==> config.mk <==
export PLATFORM = sky130hd
export DESIGN_NAME = rf_host_controller
export DESIGN_NICKNAME = d
export VERILOG_FILES = /design/src/rtl/rf_host_controller.sv
export SDC_FILE = /design/constraint.sdc
export NUM_CORES = 1
export LEC_CHECK = 0
export ABC_AREA = 1
export CAP_MARGIN = 30
export CORE_UTILIZATION = 56
export CTS_CLUSTER_DIAMETER = 200
export CTS_CLUSTER_SIZE = 30
export DETAILED_ROUTE_END_ITERATION = 12
export MAX_ROUTING_LAYER = met4
export PLACE_DENSITY = 0.86
export SETUP_SLACK_MARGIN = 0.05
export SLEW_MARGIN = 10
export SYNTH_ARGS = -nofsm -noshare
export SYNTH_HDL_FRONTEND = slang
export SYNTH_SLANG_ARGS = --single-unit
==> constraint.sdc <==
create_clock -name internal_clk -period 4.9 [get_ports internal_clk]
set_input_delay 0.49 -clock internal_clk [delete_from_list [all_inputs] [get_ports internal_clk]]
set_output_delay 0.49 -clock internal_clk [all_outputs]
set_load 0.01 [all_outputs]
==> src/rtl/rf_host_controller.sv <==
// Host-side controller for the RF transceiver. It drives the M0/M1 mode pins,
// tracks AUX, and runs config, query and reset command packets over a byte UART handshake.
module rf_host_controller #(
  parameter int                    DATA_WIDTH         = 8,
  parameter logic [DATA_WIDTH-1:0] HEAD_DETECT_1      = 8'hC0,
  parameter logic [DATA_WIDTH-1:0] RET_CONFIG_DETECT  = 8'hC1,
  parameter logic [DATA_WIDTH-1:0] RET_VERSION_DETECT = 8'hC3,
  parameter logic [DATA_WIDTH-1:0] RESET_DETECT       = 8'hC4,
  parameter int                    MODE_SETTLE_CLK    = 20000,
  parameter int                    TIMEOUT_CLK        = 1000000
) (
  input  logic                    internal_clk,
  input  logic                    rst_n,
  input  logic [1:0]              mode_sel,
  input  logic                    cmd_valid,
  input  logic [1:0]              cmd_op,
  input  logic [5*DATA_WIDTH-1:0] cmd_cfg,
  output logic                    cmd_ready,
  output logic                    resp_valid,
  output logic [6*DATA_WIDTH-1:0] resp_data,
  output logic [1:0]              resp_err,
  output logic                    busy,
  output logic                    M0,
  output logic                    M1,
  input  logic                    AUX,
  output logic [DATA_WIDTH-1:0]   data_to_uart,
  output logic                    TX_use,
  input  logic                    TX_flag,
  input  logic [DATA_WIDTH-1:0]   data_from_uart,
  input  logic                    RX_flag,
  output logic                    RX_use
);

  typedef enum logic [3:0] {
    S_IDLE, S_WAIT_AUX1, S_SET_M3, S_WAIT_AUX2, S_SETTLE, S_SEND,
    S_RX, S_RST_WAIT, S_RESTORE, S_WAIT_AUX3, S_DONE
  } state_t;

  typedef enum logic [1:0] {OP_WR_CFG, OP_RD_CFG, OP_RD_VER, OP_RESET} op_t;

  localparam int CNT_MAX = (TIMEOUT_CLK > MODE_SETTLE_CLK) ? TIMEOUT_CLK : MODE_SETTLE_CLK;
  localparam int CNT_W   = $clog2(CNT_MAX + 1);
  localparam logic [CNT_W-1:0] TMO_LAST    = CNT_W'(TIMEOUT_CLK - 1);
  localparam logic [CNT_W-1:0] SETTLE_LAST = CNT_W'(MODE_SETTLE_CLK - 1);

  state_t                    r_state, w_next;
  op_t                       r_op;
  logic [5*DATA_WIDTH-1:0]   r_cfg;
  logic [6*DATA_WIDTH-1:0]   r_data;
  logic [1:0]                r_err;
  logic [1:0]                r_m;
  logic                      r_aux_s1, r_aux_s2;
  logic                      r_aux_low_seen;
  logic [CNT_W-1:0]          r_cnt;
  logic [2:0]                r_tx_idx, r_rx_idx;
  logic                      r_tx_guard, r_rx_guard;

  logic                      w_tx_use, w_rx_use;
  logic                      w_timeout, w_counting, w_tmo_err;
  logic [2:0]                w_tx_len, w_rx_len;
  logic [DATA_WIDTH-1:0]     w_tx_byte, w_rx_head;

  assign w_tx_len   = (r_op == OP_WR_CFG) ? 3'd6 : 3'd3;
  assign w_rx_len   = (r_op == OP_RD_CFG) ? 3'd6 : 3'd4;
  assign w_rx_head  = (r_op == OP_RD_CFG) ? HEAD_DETECT_1 : RET_VERSION_DETECT;
  assign w_timeout  = (r_cnt == TMO_LAST);
  assign w_counting = (r_state inside {S_WAIT_AUX1, S_WAIT_AUX2, S_SETTLE,
                                       S_RX, S_RST_WAIT, S_WAIT_AUX3});

  always_comb begin
    w_tx_byte = RESET_DETECT;
    unique case (r_op)
      OP_WR_CFG: begin
        case (r_tx_idx)
          3'd0:    w_tx_byte = HEAD_DETECT_1;
          3'd1:    w_tx_byte = r_cfg[5*DATA_WIDTH-1 -: DATA_WIDTH];
          3'd2:    w_tx_byte = r_cfg[4*DATA_WIDTH-1 -: DATA_WIDTH];
          3'd3:    w_tx_byte = r_cfg[3*DATA_WIDTH-1 -: DATA_WIDTH];
          3'd4:    w_tx_byte = r_cfg[2*DATA_WIDTH-1 -: DATA_WIDTH];
          default: w_tx_byte = r_cfg[DATA_WIDTH-1:0];
        endcase
      end
      OP_RD_CFG: w_tx_byte = RET_CONFIG_DETECT;
      OP_RD_VER: w_tx_byte = RET_VERSION_DETECT;
      OP_RESET:  w_tx_byte = RESET_DETECT;
    endcase
  end

  // NOTE: sequential state uses non-blocking (<=) so every flop samples pre-edge values.
  always_ff @(posedge internal_clk or negedge rst_n) begin
    if (!rst_n) r_state <= S_IDLE;
    else        r_state <= w_next;
  end

  always_comb begin
    // NOTE: defaults first so no branch leaves a variable unassigned (no inferred latch).
    w_next    = r_state;
    w_tmo_err = 1'b0;
    unique case (r_state)
      S_IDLE:      if (cmd_valid) w_next = S_WAIT_AUX1;
      S_WAIT_AUX1: if (r_aux_s2) w_next = S_SET_M3;
                   else if (w_timeout) begin w_next = S_RESTORE; w_tmo_err = 1'b1; end
      S_SET_M3:    w_next = S_WAIT_AUX2;
      S_WAIT_AUX2: if (r_aux_s2) w_next = S_SETTLE;
                   else if (w_timeout) begin w_next = S_RESTORE; w_tmo_err = 1'b1; end
      S_SETTLE:    if (r_cnt == SETTLE_LAST) w_next = S_SEND;
      S_SEND: begin
        if (w_tx_use && (r_tx_idx == w_tx_len - 3'd1)) begin
          unique case (r_op)
            OP_WR_CFG:            w_next = S_RESTORE;
            OP_RD_CFG, OP_RD_VER: w_next = S_RX;
            OP_RESET:             w_next = S_RST_WAIT;
          endcase
        end
      end
      S_RX:        if (w_rx_use && (r_rx_idx == w_rx_len - 3'd1)) w_next = S_RESTORE;
                   else if (w_timeout) begin w_next = S_RESTORE; w_tmo_err = 1'b1; end
      S_RST_WAIT:  if (r_aux_low_seen && r_aux_s2) w_next = S_RESTORE;
                   else if (w_timeout) begin w_next = S_RESTORE; w_tmo_err = 1'b1; end
      S_RESTORE:   w_next = S_WAIT_AUX3;
      S_WAIT_AUX3: if (r_aux_s2) w_next = S_DONE;
                   else if (w_timeout) begin w_next = S_DONE; w_tmo_err = 1'b1; end
      S_DONE:      w_next = S_IDLE;
      default:     w_next = S_IDLE;
    endcase
  end

  // The guard flops keep a one-cycle gap after each UART handshake.
  always_comb begin
    cmd_ready    = (r_state == S_IDLE);
    busy         = (r_state != S_IDLE);
    resp_valid   = (r_state == S_DONE);
    w_tx_use     = (r_state == S_SEND) && TX_flag && !r_tx_guard;
    w_rx_use     = (r_state == S_RX) && RX_flag && !r_rx_guard;
    data_to_uart = (r_state == S_SEND) ? w_tx_byte : '0;
  end

  assign TX_use    = w_tx_use;
  assign RX_use    = w_rx_use;
  assign resp_data = r_data;
  assign resp_err  = r_err;
  assign M1        = r_m[1];
  assign M0        = r_m[0];

  always_ff @(posedge internal_clk or negedge rst_n) begin
    if (!rst_n) begin
      r_aux_s1       <= 1'b0;
      r_aux_s2       <= 1'b0;
      r_aux_low_seen <= 1'b0;
      r_op           <= OP_WR_CFG;
      r_cfg          <= '0;
      r_data         <= '0;
      r_err          <= 2'd0;
      r_m            <= 2'b00;
      r_cnt          <= '0;
      r_tx_idx       <= 3'd0;
      r_rx_idx       <= 3'd0;
      r_tx_guard     <= 1'b0;
      r_rx_guard     <= 1'b0;
    end else begin
      r_aux_s1   <= AUX;
      r_aux_s2   <= r_aux_s1;
      r_tx_guard <= w_tx_use;
      r_rx_guard <= w_rx_use;

      // Reload on every state change and every received byte.
      if ((r_state != w_next) || w_rx_use) r_cnt <= '0;
      else if (w_counting)                 r_cnt <= r_cnt + CNT_W'(1);

      if (r_state == S_RST_WAIT) begin
        if (!r_aux_s2) r_aux_low_seen <= 1'b1;
      end else begin
        r_aux_low_seen <= 1'b0;
      end

      case (r_state)
        S_IDLE: begin
          r_m <= mode_sel;
          if (cmd_valid) begin
            r_op     <= op_t'(cmd_op);
            r_cfg    <= cmd_cfg;
            r_data   <= '0;
            r_err    <= 2'd0;
            r_tx_idx <= 3'd0;
            r_rx_idx <= 3'd0;
          end
        end
        S_SET_M3:  r_m <= 2'b11;
        S_RESTORE: r_m <= mode_sel;
        default: ;
      endcase

      if (w_tx_use) r_tx_idx <= r_tx_idx + 3'd1;

      if (w_rx_use) begin
        r_rx_idx <= r_rx_idx + 3'd1;
        r_data   <= {r_data[5*DATA_WIDTH-1:0], data_from_uart};
        if ((r_rx_idx == 3'd0) && (data_from_uart != w_rx_head)) r_err <= 2'd2;
      end

      // Timeout overrides a bad-header code.
      if (w_tmo_err) r_err <= 2'd1;
    end
  end

endmodule

==> reports/metrics.sh <==
STATUS='finished, final reports clean'
DIEWIDTH_UM=107
FIRST_ITER_VIOLATIONS=425
GRT_ANTENNA_BEFORE_REPAIR=1
NETLIST_AREA_SQ_UM=6230
HOLD_VIOL_FINAL=0
RSZ0062_AT_GRT='false'
FINAL_CORE_UTILIZATION_PCT=75.1
INTERNAL_POWER_uW=2420
GRT_FIRST_PASS_WIRELENGTH_UM=26600
TIMING.SETUP.CRITICAL_PATH_CLASS='register to primary output'
SWITCHING_FRACTION_OF_TOTAL_POWER_PCT=36.8
FINALSETUPVIOLATIONS=0
NUM-NETS-FINAL=945
WORST_SKEW_PAIR.LATE_LATENCY_PS=530
FINAL_CELL_MIX='238 x sky130_fd_sc_hd__nand2_1, 129 x sky130_fd_sc_hd__dfrtp_1, 121 x sky130_fd_sc_hd__clkdlybuf4s50_1'
DIE_HEIGHT_UM=107
ROWS=38
WORST_EP_ARRIVAL_TIME_PS=3200
SYNTH_CELLS=751
NFILLCELLS=778
IR_WORST_VDD_uV=258
ROOT_BUFFER='sky130_fd_sc_hd__clkbuf_8'
BOUNDARYPINS=123
MOSTFREQUENTLAYOUTCELL='sky130_fd_sc_hd__nand2_1'
DRT_WL_TOTAL_UM=16200
DETAILEDPLACE.WORSTSLACK_PS=1620
PART_OF_THE_POWER_IN_REGISTERS_PCT=38.0
DIE-AREA_SQ_UM=11600
DRIVE_ABOVE_1_SHARE_PCT=9.02
CLOCK-SKEW-FINAL_PS=8.04
BUFFERS_INSERTED_BY_POST_CTS_TIMING_REPAIR=0
GLOBALPLACE.CONGESTION=0.937
START_KIND='register'
ROUTED-VIA-COUNT=5666
MIN_PERIOD_OVER_PERIOD_PCT=75.3
CTS.REPORTEDPATHS.CLKPINSLEW_PS=60
CRIT-REG2REG-LAUNCH='r_state[1]'
POWERDENSITY_nW_PER_UM2=471
CTSRESIZECOUNT=0
CTSHTREEMAXLEVEL=4
GLOBALROUTETOTALUTIL_PCT=30.9
DPL.HPWL_UM=10900
CTS_TREE='built'
CRIT_REQUIRED_PS=4410
MAX_CAP_VIOL_COUNT=0
CTS.SINK_COUNT=129
WORSTMARGINPINSLEW_PS=832
SYNTH_AREA_PER_CELL_SQ_UM=8.30
HOLD_PATH.CLASS='input port to async pin'
MAXIMUM_CLOCK_FREQUENCY_MHz=271
GRT_MAX_DEGREE=67
DESIGN_AREA_SQ_UM=8140
HOLD_SLACK_PS=66.0
SHARE_COMB_OF_TOTAL_POWER_PCT=29.5
REG2REG_SLACK_PS=1620
OVERFLOW_LEFT_AFTER_GLOBAL_ROUTING=0
CLOCK_PATH_BUFFERS=2
CTS_MADE_BUFFERS=17
SETUP.WORST_PATH.END='data_to_uart[3]'
FINALMAXSLEWVIOLATIONS=0
TIMING.MAX_SLEW.REL_SLACK_PCT=44.6
TIMING.CRITICAL_PATH.FANOUT_MAX=9
REGAREA_SQ_UM=3230
PORT-BUFFER-COUNT=122
MULTI_INPUT_COMB_AREA_SQ_UM=2510
LAYOUT_MIN_CYCLE_TIME_PS=3690
NETSWITCHINGPOWER_uW=1410
PLACE_AREA_SQ_UM=7550
FF2FF_PATH_DEPTH=9
FIRST_GLOBAL_VIAS=5528
TNS_PS=0
WORSTREG2REGEND='resp_data[43]'
INITIAL_UTILIZATION_PCT=57.5
CRIT_PATH_START='r_tx_idx[0]'
SYNTH_FP_NETS=821
P_LEAK_uW=0.00379
AREA_GROWTH_PCT=30.6
DRC=0
YS_FF_LATCH=129
TIMING.CRITICAL_PATH.TO_TYPE='primary output'
ROUTE.ANTENNA.REMAINING_NETS=0
CTSHOLDBUFFERS=0
AVGVIACOUNTPERCELL=5.51
COREAREA_SQ_UM=10800
SYNTH_SEQUENTIAL_AREA_RATIO_PCT=51.8
SYNTH.YOSYS.WARNINGS=0
SYNTH_CELL_TYPES=39
POWER.CLOCK.FRACTION_PCT=32.5
WORST_SLACK_PS=1210
COUNT_OF_TRITONROUTE_ITERATIONS_IN_THE_FIRST_ROUTING_PASS=6
ROUTED_WIRE_LENGTH_PER_INSTANCE_UM=15.7
synthesized netlist by cell type:
cell type | instances | share of area (%)
sky130_fd_sc_hd__o21ai_0 | 27 | 2.2
sky130_fd_sc_hd__nor2_4 | 4 | 0.72
sky130_fd_sc_hd__dfrtp_1 | 129 | 52
sky130_fd_sc_hd__o21ai_2 | 1 | 0.14
sky130_fd_sc_hd__o22ai_1 | 36 | 3.6
sky130_fd_sc_hd__inv_4 | 1 | 0.10
sky130_fd_sc_hd__nor2_8 | 1 | 0.32
sky130_fd_sc_hd__nor2_2 | 22 | 2.2
sky130_fd_sc_hd__o21a_1 | 1 | 0.12
sky130_fd_sc_hd__a221oi_1 | 5 | 0.70
sky130_fd_sc_hd__inv_2 | 6 | 0.36
sky130_fd_sc_hd__buf_2 | 2 | 0.16
sky130_fd_sc_hd__a21boi_0 | 1 | 0.12
sky130_fd_sc_hd__nand3b_1 | 1 | 0.12
sky130_fd_sc_hd__nand4_1 | 10 | 1.0
sky130_fd_sc_hd__mux2i_1 | 1 | 0.16
sky130_fd_sc_hd__xnor2_1 | 3 | 0.42
sky130_fd_sc_hd__nand3_1 | 31 | 2.5
sky130_fd_sc_hd__o2111ai_1 | 1 | 0.14
sky130_fd_sc_hd__buf_4 | 1 | 0.12
sky130_fd_sc_hd__nand3_2 | 1 | 0.16
sky130_fd_sc_hd__nand2_1 | 238 | 14
sky130_fd_sc_hd__nand3_4 | 1 | 0.28
sky130_fd_sc_hd__clkbuf_1 | 16 | 0.96
sky130_fd_sc_hd__and3b_1 | 1 | 0.14
sky130_fd_sc_hd__clkinv_1 | 3 | 0.18
sky130_fd_sc_hd__nand2_2 | 3 | 0.30
sky130_fd_sc_hd__inv_1 | 91 | 5.5
sky130_fd_sc_hd__nor3_1 | 8 | 0.64
sky130_fd_sc_hd__a22o_1 | 4 | 0.56
sky130_fd_sc_hd__nand2_4 | 1 | 0.18
sky130_fd_sc_hd__nor2_1 | 54 | 3.3
sky130_fd_sc_hd__a21oi_1 | 12 | 0.96
sky130_fd_sc_hd__buf_1 | 1 | 0.060
sky130_fd_sc_hd__o211ai_1 | 3 | 0.36
sky130_fd_sc_hd__nor4_2 | 1 | 0.20
sky130_fd_sc_hd__ha_1 | 12 | 2.4
sky130_fd_sc_hd__buf_6 | 3 | 0.54
sky130_fd_sc_hd__xor2_1 | 14 | 2.0
routing by layer:
metal	GRT usage [%]	vias up	routed length [um]
met5	-	-	0
met4	10.6	0	382
met3	7.32	46	1030
met2	51.6	262	8180
met1	36.7	2721	6570
li1	-	2637	-
worst max-delay path: stages, from the launching register on:
cell	delay, ps
sky130_fd_sc_hd__dfrtp_1	440
sky130_fd_sc_hd__inv_1	120
sky130_fd_sc_hd__ha_1	220
sky130_fd_sc_hd__nand2_1	70
sky130_fd_sc_hd__clkinv_1	250
sky130_fd_sc_hd__nor4_2	600
sky130_fd_sc_hd__a21oi_1	170
sky130_fd_sc_hd__nor3_1	210
sky130_fd_sc_hd__clkdlybuf4s50_1	590
cell type report:
class	instances	area share (%)
antenna	1	0.0308
tap	140	2.15
clock buffer	18	5.26
clock inverter	13	1.86
sequential	129	39.7
inverter	101	4.69
timing repair buffer	128	15.5
multi-input combinational	498	30.8
registers in the layout (all words and copies together), names as in the netlist, 2 cells and up:
name	count
resp_err	2
resp_data	48
r_rx_idx	3
r_cnt	20
r_cfg	40
r_state	4
r_op	2
r_tx_idx	3
r_m	2
cells by family (layout without fill, tap and decap cells):
group                    Yosys count  after routing  share of synthesized area [%]
AND/OR/NAND/NOR                  377            377                           26.4
flip-flops                       129            129                           51.8
buffers and inverters            124            260                           7.97
AO/OA/AOI/OAI                     91             91                           8.90
XOR/XNOR                          17             17                           2.39
adder cells (fa/ha/maj)           12             12                           2.41
multiplexers                       1              1                          0.161
other                              0              1                              0
through the flow:
stage,cells,total power [uW]
2_1_floorplan,751,2220
3_3_place_gp,996,2500
3_5_place_dp,996,2560
4_1_cts,1027,3820
5_1_grt,1028,4030
6_report,1028,3830
how the worst min path moves through the flow:
| stage | start | endpoint | slack, ps | cells after the start |
|---|---|---|---|---|
| global placement | r_aux_s1 | r_aux_s2 | 340 | 0 |
| floorplan | rst_n | r_aux_low_seen | 190 | 0 |
| global route | rst_n | r_cnt[6] | 140 | 1 |
| finish | rst_n | r_cnt[6] | 70 | 1 |
| detailed placement | r_aux_s1 | r_aux_s2 | 340 | 0 |
| CTS | rst_n | r_cnt[6] | 100 | 1 |
power groups by stage:
| stage | sequential (uW) | clock, uW | combinational [uW] |
|---|---|---|---|
| after floorplan | 1420 | 0 | 798 |
| after global placement | 1450 | 0 | 1060 |
| after detailed placement | 1460 | 0 | 1100 |
| after CTS | 1450 | 1240 | 1130 |
| after global routing | 1480 | 1290 | 1260 |
| final | 1460 | 1240 | 1130 |
No activity file was read; power rests on OpenSTA's default activity.
